File: src/rtl/riscv_ctrl_fsm.sv
// riscv_ctrl_fsm
// Multi-cycle control unit for the RV32I subset datapath. Sequences every
// instruction through FETCH / DECODE / EXEC / MEM / WB and drives all datapath
// control inputs. It supports R-type ALU ops, I-type ALU ops, LW, SW and
// BEQ/BNE/BLT/BGE. Any other encoding either traps or retires as a NOP,
// depending on TRAP_ON_ILLEGAL.
//
// Ports:
//   clk          system clock, rising edge
//   rst          synchronous, active-high reset
//   instr        instruction word from ROM, stable while pc_we=0
//   status       ALU flags: [4]=Z [3]=N [2]=V [1]=C [0]=P
//   pcsrc        0 = PC+4, 1 = PC+imm (combinational from status in EXEC of a branch)
//   alusrc       0 = rs2, 1 = immediate
//   aluop        ALU operation select
//   memrw        1 = RAM write, 0 = read
//   wb           writeback select: 0 = RAM data, 1 = ALU result
//   regrw        register file write enable
//   immgen_ctrl  immediate format: 00 none, 01 I, 10 S, 11 B
//   pc_we        PC load enable, one pulse per retired instruction
//   ir_we        instruction register load enable
//   state        FETCH=0 DECODE=1 EXEC=2 MEM=3 WB=4 TRAP=5
//   illegal      sticky illegal-instruction flag
//   instret      retired-instruction count, wraps silently
module riscv_ctrl_fsm #(
    parameter int CNT_W           = 32,
    parameter bit TRAP_ON_ILLEGAL = 1'b1
) (
    input  logic             clk,
    input  logic             rst,
    input  logic [31:0]      instr,
    input  logic [4:0]       status,
    output logic             pcsrc,
    output logic             alusrc,
    output logic [3:0]       aluop,
    output logic             memrw,
    output logic             wb,
    output logic             regrw,
    output logic [1:0]       immgen_ctrl,
    output logic             pc_we,
    output logic             ir_we,
    output logic [2:0]       state,
    output logic             illegal,
    output logic [CNT_W-1:0] instret
);

    typedef enum logic [2:0] {
        ST_FETCH  = 3'd0,
        ST_DECODE = 3'd1,
        ST_EXEC   = 3'd2,
        ST_MEM    = 3'd3,
        ST_WB     = 3'd4,
        ST_TRAP   = 3'd5
    } state_t;

    typedef enum logic [2:0] {
        CLS_R  = 3'd0,
        CLS_I  = 3'd1,
        CLS_LW = 3'd2,
        CLS_SW = 3'd3,
        CLS_BR = 3'd4
    } cls_t;

    localparam logic [3:0] ALU_ADD  = 4'b0000;
    localparam logic [3:0] ALU_SUB  = 4'b0001;
    localparam logic [3:0] ALU_AND  = 4'b0010;
    localparam logic [3:0] ALU_OR   = 4'b0011;
    localparam logic [3:0] ALU_XOR  = 4'b0100;
    localparam logic [3:0] ALU_SLL  = 4'b0101;
    localparam logic [3:0] ALU_SRL  = 4'b0110;
    localparam logic [3:0] ALU_SRA  = 4'b0111;
    localparam logic [3:0] ALU_SLT  = 4'b1000;
    localparam logic [3:0] ALU_SLTU = 4'b1001;

    localparam logic [1:0] IMM_NONE = 2'b00;
    localparam logic [1:0] IMM_I    = 2'b01;
    localparam logic [1:0] IMM_S    = 2'b10;
    localparam logic [1:0] IMM_B    = 2'b11;

    localparam logic [6:0] F7_ZERO = 7'b0000000;
    localparam logic [6:0] F7_ALT  = 7'b0100000;

    state_t           state_q;
    cls_t             cls_q;
    logic [2:0]       br_f3_q;
    logic             nop_q;
    logic             alusrc_q, memrw_q, wb_q, regrw_q, pc_we_q, ir_we_q, illegal_q;
    logic [3:0]       aluop_q;
    logic [1:0]       immgen_q;
    logic [CNT_W-1:0] instret_q;

    cls_t       dec_cls;
    logic [3:0] dec_aluop;
    logic       dec_legal;
    logic       taken;

    logic [6:0] opcode;
    logic [2:0] funct3;
    logic [6:0] funct7;

    // Register specifiers, rd and the carry/parity flags are consumed by
    // the datapath, not by this controller.
    logic unused_inputs;

    assign opcode        = instr[6:0];
    assign funct3        = instr[14:12];
    assign funct7        = instr[31:25];
    assign unused_inputs = ^{instr[24:15], instr[11:7], status[1:0]};

    // Instruction decoder. For I-type ALU ops the upper bits are immediate,
    // so funct7 is only checked for the shift-immediate forms.
    always_comb begin
        dec_cls   = CLS_R;
        dec_aluop = ALU_ADD;
        dec_legal = 1'b0;
        case (opcode)
            7'b0110011: begin
                dec_cls = CLS_R;
                if (funct7 == F7_ZERO) begin
                    dec_legal = 1'b1;
                    case (funct3)
                        3'b000:  dec_aluop = ALU_ADD;
                        3'b001:  dec_aluop = ALU_SLL;
                        3'b010:  dec_aluop = ALU_SLT;
                        3'b011:  dec_aluop = ALU_SLTU;
                        3'b100:  dec_aluop = ALU_XOR;
                        3'b101:  dec_aluop = ALU_SRL;
                        3'b110:  dec_aluop = ALU_OR;
                        default: dec_aluop = ALU_AND;
                    endcase
                end else if (funct7 == F7_ALT) begin
                    if (funct3 == 3'b000) begin
                        dec_legal = 1'b1;
                        dec_aluop = ALU_SUB;
                    end else if (funct3 == 3'b101) begin
                        dec_legal = 1'b1;
                        dec_aluop = ALU_SRA;
                    end
                end
            end
            7'b0010011: begin
                dec_cls = CLS_I;
                case (funct3)
                    3'b000: begin dec_legal = 1'b1; dec_aluop = ALU_ADD;  end
                    3'b010: begin dec_legal = 1'b1; dec_aluop = ALU_SLT;  end
                    3'b011: begin dec_legal = 1'b1; dec_aluop = ALU_SLTU; end
                    3'b100: begin dec_legal = 1'b1; dec_aluop = ALU_XOR;  end
                    3'b110: begin dec_legal = 1'b1; dec_aluop = ALU_OR;   end
                    3'b111: begin dec_legal = 1'b1; dec_aluop = ALU_AND;  end
                    3'b001: begin
                        dec_legal = (funct7 == F7_ZERO);
                        dec_aluop = ALU_SLL;
                    end
                    default: begin
                        dec_legal = (funct7 == F7_ZERO) || (funct7 == F7_ALT);
                        dec_aluop = (funct7 == F7_ALT) ? ALU_SRA : ALU_SRL;
                    end
                endcase
            end
            7'b0000011: begin
                dec_cls   = CLS_LW;
                dec_legal = (funct3 == 3'b010);
            end
            7'b0100011: begin
                dec_cls   = CLS_SW;
                dec_legal = (funct3 == 3'b010);
            end
            7'b1100011: begin
                dec_cls   = CLS_BR;
                dec_aluop = ALU_SUB;
                dec_legal = (funct3 == 3'b000) || (funct3 == 3'b001) ||
                            (funct3 == 3'b100) || (funct3 == 3'b101);
            end
            default: begin
                dec_legal = 1'b0;
            end
        endcase
    end

    // Branch condition from the ALU flags of rs1 - rs2.
    always_comb begin
        case (br_f3_q)
            3'b000:  taken = status[4];
            3'b001:  taken = !status[4];
            3'b100:  taken = status[3] ^ status[2];
            3'b101:  taken = !(status[3] ^ status[2]);
            default: taken = 1'b0;
        endcase
    end

    // Main sequencer. Every output register is loaded with the value for the
    // state being entered. Enables default to zero each cycle, so a pulse
    // lasts exactly one state. The first FETCH after reset spends one cycle
    // with ir_we low, so no write enable fires in the cycle after reset. It
    // then raises ir_we and proceeds as a normal FETCH.
    always_ff @(posedge clk) begin
        if (rst) begin
            state_q   <= ST_FETCH;
            cls_q     <= CLS_R;
            br_f3_q   <= 3'b000;
            nop_q     <= 1'b0;
            alusrc_q  <= 1'b0;
            aluop_q   <= ALU_ADD;
            memrw_q   <= 1'b0;
            wb_q      <= 1'b0;
            regrw_q   <= 1'b0;
            immgen_q  <= IMM_NONE;
            pc_we_q   <= 1'b0;
            ir_we_q   <= 1'b0;
            illegal_q <= 1'b0;
            instret_q <= '0;
        end else begin
            if (pc_we_q) begin
                instret_q <= instret_q + CNT_W'(1);
            end

            alusrc_q <= 1'b0;
            aluop_q  <= ALU_ADD;
            memrw_q  <= 1'b0;
            wb_q     <= 1'b0;
            regrw_q  <= 1'b0;
            immgen_q <= IMM_NONE;
            pc_we_q  <= 1'b0;
            ir_we_q  <= 1'b0;

            case (state_q)
                ST_FETCH: begin
                    if (ir_we_q) begin
                        state_q <= ST_DECODE;
                    end else begin
                        ir_we_q <= 1'b1;
                    end
                end
                ST_DECODE: begin
                    cls_q   <= dec_cls;
                    br_f3_q <= funct3;
                    nop_q   <= !dec_legal;
                    if (dec_legal) begin
                        state_q <= ST_EXEC;
                        aluop_q <= dec_aluop;
                        case (dec_cls)
                            CLS_I:  begin alusrc_q <= 1'b1; immgen_q <= IMM_I; end
                            CLS_LW: begin alusrc_q <= 1'b1; immgen_q <= IMM_I; end
                            CLS_SW: begin alusrc_q <= 1'b1; immgen_q <= IMM_S; end
                            CLS_BR: begin immgen_q <= IMM_B; pc_we_q <= 1'b1;  end
                            default: begin end
                        endcase
                    end else if (TRAP_ON_ILLEGAL) begin
                        state_q   <= ST_TRAP;
                        illegal_q <= 1'b1;
                    end else begin
                        state_q <= ST_EXEC;
                        pc_we_q <= 1'b1;
                    end
                end
                ST_EXEC: begin
                    if (nop_q || (cls_q == CLS_BR)) begin
                        state_q <= ST_FETCH;
                        ir_we_q <= 1'b1;
                    end else begin
                        alusrc_q <= alusrc_q;
                        aluop_q  <= aluop_q;
                        immgen_q <= immgen_q;
                        if ((cls_q == CLS_LW) || (cls_q == CLS_SW)) begin
                            state_q <= ST_MEM;
                            memrw_q <= (cls_q == CLS_SW);
                            pc_we_q <= (cls_q == CLS_SW);
                        end else begin
                            state_q <= ST_WB;
                            regrw_q <= 1'b1;
                            wb_q    <= 1'b1;
                            pc_we_q <= 1'b1;
                        end
                    end
                end
                ST_MEM: begin
                    if (cls_q == CLS_LW) begin
                        state_q  <= ST_WB;
                        alusrc_q <= alusrc_q;
                        aluop_q  <= aluop_q;
                        immgen_q <= immgen_q;
                        regrw_q  <= 1'b1;
                        pc_we_q  <= 1'b1;
                    end else begin
                        state_q <= ST_FETCH;
                        ir_we_q <= 1'b1;
                    end
                end
                ST_WB: begin
                    state_q <= ST_FETCH;
                    ir_we_q <= 1'b1;
                end
                ST_TRAP: begin
                    state_q <= ST_TRAP;
                end
                default: begin
                    state_q <= ST_FETCH;
                end
            endcase
        end
    end

    assign pcsrc       = (state_q == ST_EXEC) && (cls_q == CLS_BR) && !nop_q && taken;
    assign alusrc      = alusrc_q;
    assign aluop       = aluop_q;
    assign memrw       = memrw_q;
    assign wb          = wb_q;
    assign regrw       = regrw_q;
    assign immgen_ctrl = immgen_q;
    assign pc_we       = pc_we_q;
    assign ir_we       = ir_we_q;
    assign state       = state_q;
    assign illegal     = illegal_q;
    assign instret     = instret_q;

endmodule

File: config.mk
export PLATFORM = sky130hd
export DESIGN_NAME = riscv_ctrl_fsm
export DESIGN_NICKNAME = d
export VERILOG_FILES = /design/src/rtl/riscv_ctrl_fsm.sv
export SDC_FILE = /design/constraint.sdc
export NUM_CORES = 1
export LEC_CHECK = 0
export CORE_MARGIN = 1
export CORE_UTILIZATION = 30
export CTS_BUF_LIST = sky130_fd_sc_hd__clkbuf_4 sky130_fd_sc_hd__clkbuf_8 sky130_fd_sc_hd__clkbuf_16
export CTS_CLUSTER_DIAMETER = 120
export DETAILED_ROUTE_END_ITERATION = 7
export PLACE_DENSITY = 0.66
export REMOVE_ABC_BUFFERS = 1
export SYNTH_ARGS = -nofsm -noshare
export SYNTH_HDL_FRONTEND = slang
export SYNTH_SLANG_ARGS = --single-unit
File: constraint.sdc
create_clock -name clk -period 2.1 [get_ports clk]
set_clock_uncertainty 0.15 [all_clocks]
set_input_delay 0.315 -clock clk [delete_from_list [all_inputs] [get_ports clk]]
set_output_delay 0.315 -clock clk [all_outputs]
set_load 0.01 [all_outputs]
# == Word-level counts from Yosys, hierarchy flattened ==
# Cells that the tools add are included.
# op_classes
n_addsub,1
multipliers,0
n_div,0
magnitude_cmp,0
eq_ne,31
shifts,0
n_mux,49
bitwise,4
reduce_logical,25
# ops
operator,count
case mux 4 bit (7 select lines),2
"adder 32 x 1 -> 32 bit, second input constant",1
"== test 3 bit, second input constant",10
"== test 3 x 2 -> 1 bit, second input constant",8
two-way mux 3 bit,8
case mux 4 bit (3 select lines),2
"== test 7 x 6 -> 1 bit, second input constant",3
two-way mux 1 bit,19
two-way mux 4 bit,4
case mux 3 bit (5 select lines),1
"== test 3 x 1 -> 1 bit, second input constant",4
case mux 1 bit (4 select lines),3
case mux 2 bit (3 select lines),2
case mux 3 bit (4 select lines),1
logical NOT 3 bit,3
"== test 7 x 2 -> 1 bit, second input constant",1
"== test 7 x 5 -> 1 bit, second input constant",1
"== test 7 bit, second input constant",1
logical NOT 7 bit,1
logical OR 1 bit,6
two-way mux 2 bit,3
"inequality test 2 bit, second input constant",3
case mux 1 bit (3 select lines),2
OR reduction 2 bit,3
9 further kinds,18
# word_totals
register_bits,55
latch_bits,0
ram_bits,0
romBits,0
in_bits,39
out_inout_bits,49
elab_cells,124
memories,0

# == Depth between registers and ports, before layout ==
# logic_depth
depth_word,8
mapped_depth,7
depth_no_buf,5

# == Least setup slack after synthesis ==
# OpenSTA, ideal clock, no wires.
# synth_path
path_type,flip-flop to flip-flop
start,register instret_q[15] (netlist: instret[15])
end,register instret_q[31] (netlist: instret[31])
setup_time_ps,116
arrival_ps,1742
required_ps,1834
path_slack_ps,92
stages_incl_launch_ff,7
path_buffers,1
synth_period_minus_slack_ps,2008
path_cell_list,dfxtp_1 > nand4_1 > or4_1 > buf_2 > nor3_4 > a21oi_1 > a31o_2
# synth_between
elab_chain_len,1
# synth_rtl
item,line_no,text
from (decl),90,logic [CNT_W-1:0] instret_q;
from (signal assigned),214,instret_q <= instret_q + CNT_W'(1);
adder 32 x 1 -> 32 bit,214,
# No other way between the ends.
# A chain may end at the register's enable or synchronous reset.

# == Worst setup path in the final report ==
# layout_path
start,input instr[27]
end,register alusrc_q (netlist: alusrc)
# layout_between
elab_chain_len,6
elab_cells_between_ends,9
cone_classes,eq/ne: 1; mux: 6; reduce/logical: 2
# layout_rtl
item,line_no,text
from (decl),31,"input logic [31:0] instr,"
== test 7 x 6 -> 1 bit or logical NOT 7 bit (tied branches),-,
logical OR 1 bit or two-way mux 1 bit (tied branches),"155, 131",
case mux 1 bit (2 select lines) or two-way mux 1 bit (tied branches),"143, 119",
case mux 1 bit (4 select lines) *,116,case (opcode)
two-way mux 1 bit *,238,if (dec_legal) begin
case mux 1 bit (3 select lines) *,226,case (state_q)
to (signal assigned),261,alusrc_q <= alusrc_q;
to (signal assigned),279,alusrc_q <= alusrc_q;
to (decl),87,"logic alusrc_q, memrw_q, wb_q, regrw_q, pc_we_q, ir_we_q, illegal_q;"
# Every way passes the cells marked *; elsewhere a longest branch is shown, timed or not.

==> impl_metrics.tcl <==
set metrics [dict create \
    tns_ns 0 \
    r2r-end "instret[16]$_SDFFE_PP0P_" \
    ys_warn_count 0 \
    synth-edff-count 0 \
    n_antenna_cell 0 \
    ys_top_cells_by_count "dfxtp_1, nor2_1, a21oi_1, nand2_1, xnor2_1" \
    fmax_ghz 0.493 \
    die_w_um 97.7 \
    io_buffers 70 \
    cts_buffer_depth 2 \
    drive_gt1_share_pct 18.3 \
    dr.pass1.iters 6 \
    synth_top_family_by_area "simple AND/OR/NAND/NOR gates" \
    synth_top_cell_area_share_pct 40.1 \
    whs_ns 0.286 \
    fin_nets 477 \
    reg2regPathDepth 5 \
    period_share_pct 96.6 \
    maxCapViolCount 0 \
    min_path_cells 2 \
    start_util_pct 31.2 \
    top_usage_layer "met2" \
    antenna_found_initial 0 \
    synthCells 330 \
    grtUsageMet2_pct 25.3 \
    cts_buffers 5 \
    min_from "rst" \
    fp.dieH_um 97.7 \
    violations "DRC" \
    h-tree-depth 2 \
    slew_viol_final 0 \
    tightest_slew_ns 0.494 \
    stdcell_area_mm2 0.00403 \
    synth_largest_area_cell "dfxtp_1" \
    multi_input_area_mm2 0.00156 \
    synth-seq-area-share_pct 40.1 \
    pwr_density_cell_mw_per_mm2 501 \
    hpwl_um 5260 \
    grt_max_degree 23 \
    yosys_most_used_dff "dfxtp_1" \
    path_clk_slew_ns 0.10 \
    finalCoreUtilization_pct 45.8 \
    arrival_ns 2.13 \
    synthArstFlopShare_pct 0 \
    die-area_mm2 0.00955 \
    crit_fanout 7 \
    ys_seq_elements 55 \
    holdPathEnd "instret[26]$_SDFFE_PP0P_" \
    setup-violations-final 0 \
    peakVddDrop_mv 0.258 \
    use_met3_pct 3.45 \
    place.gp.congestion 0.787 \
    hold_viol 0 \
    synth.area.top_cells "dfxtp_1, xnor2_1, nor2_1" \
    synth.most_common_cell "dfxtp_1" \
    core_area_mm2 0.00881 \
    overflow 0 \
    cp-startpoint "instr[27]" \
    grtUsageTotal_pct 15.2 \
    drtAntennaViolNets 0 \
    drc_errors 10 \
    critPathKind "in -> reg" \
    globalRouteMet1Util_pct 19.7 \
    cts_tree "built" \
    syn_avg_cell_area_um2 8.33 \
    drt_iter0_drc 101 \
    power.leakage_nw 1.42 \
    layout_min_cycle_time_ns 2.03 \
    cp.required_ns 2.20 \
    yosys.area_share.adder_pct 0.455 \
    ios 88 \
    rsz0062_at_grt "yes" \
    clock_latency_ns 0.30 \
    grt_pass1_vias 2588 \
    dr_total_vias 2687 \
    rows 34 \
    synth_compound_area_share_pct 13.7 \
    worstReg2RegStart "instret[2]$_SDFFE_PP0P_" \
    synth-xor-area-share_pct 9.88 \
    clkSinkCount 55 \
    synth_mux_area_share_pct 0.364 \
    synth-simple-area-share_pct 30.3 \
    cp-end-kind "flip-flop" \
    filler_cell_count 876 \
    wl_um 7050 \
    power_w 0.00202 \
    seq_area_mm2 0.00110 \
    status "finished with violations" \
    worstSetupStartpointType "input pin" \
    dpl_cell_area_mm2 0.00383 \
    grt_pass1_wl_um 12100 \
    root_buffer "clkbuf_8" \
    ys_types 52 \
    synthToLayoutAreaGrowth_pct 46.7 \
    slew_headroom_pct 67.0 \
    hp-class "in -> reg" \
    via_per_inst 4.92 \
    wire_per_inst_um 12.9 \
    syn_area_mm2 0.00275 \
    r2r_setup_slack_ns 0.12 \
]
## worst max path at each step
stage	to	slack, ns	cells past startpoint
global route	instret[18]$_SDFFE_PP0P_	-0.02	5
floorplan	instret[31]$_SDFFE_PP0P_	0.02	5
detailed placement	pcsrc	-0.51	6
global placement	pcsrc	-0.51	6
CTS	alusrc$_SDFFE_PP0P_	0.02	9
finish	alusrc$_SDFFE_PP0P_	0.07	7
## placed cells by master, fill, tap and decap left out, drive strengths merged, types with 4 or more instances in the layout
cell type	n
nand3	15
xor2	6
nor2	46
inv	16
o21ai	10
and4	4
nand2	25
nor4	16
clkbuf	6
or2	4
nand4	7
nor3	9
a22o	4
xnor2	25
buf	50
nand2b	6
dfxtp	55
clkdlybuf4s50	64
a21oi	25
## cell type report
type | count | area share (%)
clock buffer | 6 | 2.05
inverter | 16 | 1.49
timing repair buffer | 118 | 26.3
tap | 108 | 3.35
sequential | 55 | 27.3
clock inverter | 2 | 0.869
multi-input combinational | 241 | 38.6
## stage by stage
stage	setup WS, ns	std cells
after floorplan	0.0209	312
after global placement	-0.515	535
after detailed placement	-0.513	535
after CTS	0.0244	544
after global routing	-0.0165	546
final	0.0712	546
## worst max-delay path, stage by stage
cell	delay, ns
clkdlybuf4s50_1	0.45
nor4_4	0.32
o211ai_1	0.13
a311o_1	0.34
a211oi_4	0.26
buf_6	0.16
a32o_1	0.16
## report_power, final
group	total, W	switching (W)	internal [W]
Sequential	0.00107	0.0000110	0.00106
Clock	0.000726	0.000339	0.000386
Combinational	0.000226	0.000110	0.000116
Total	0.00202	0.000460	0.00156
## cell families (layout without fill, tap and decap cells)
family / Yosys count / in the layout
adders and majority gates: 1 / 1
DFF: 55 / 55
and+or+nand+nor: 151 / 151
muxes: 1 / 1
buffers and inverters: 34 / 142
AOI/OAI and AO/OA: 57 / 57
xor gates and xnor gates: 31 / 31
## repair_timing
item,in CTS,in global routing
setup endpoints to repair,7,12
buffers inserted,1,3
pin swaps,7,3
hold buffers,0,0
gates resized for setup,12,8
## registers in the layout (all words and copies together), names as in the netlist, 2 cells and up
signal       cells
aluop            4
immgen_ctrl      2
instret         32
cls_q            3
state            3
br_f3_q          3
## per-layer routing
metal | up-vias | wire (um)
li1 | 1365 | -
met1 | 1257 | 3340
met2 | 60 | 3330
met3 | 5 | 316
met4 | 0 | 55
met5 | - | 0
No activity file was read; power rests on OpenSTA's default activity.
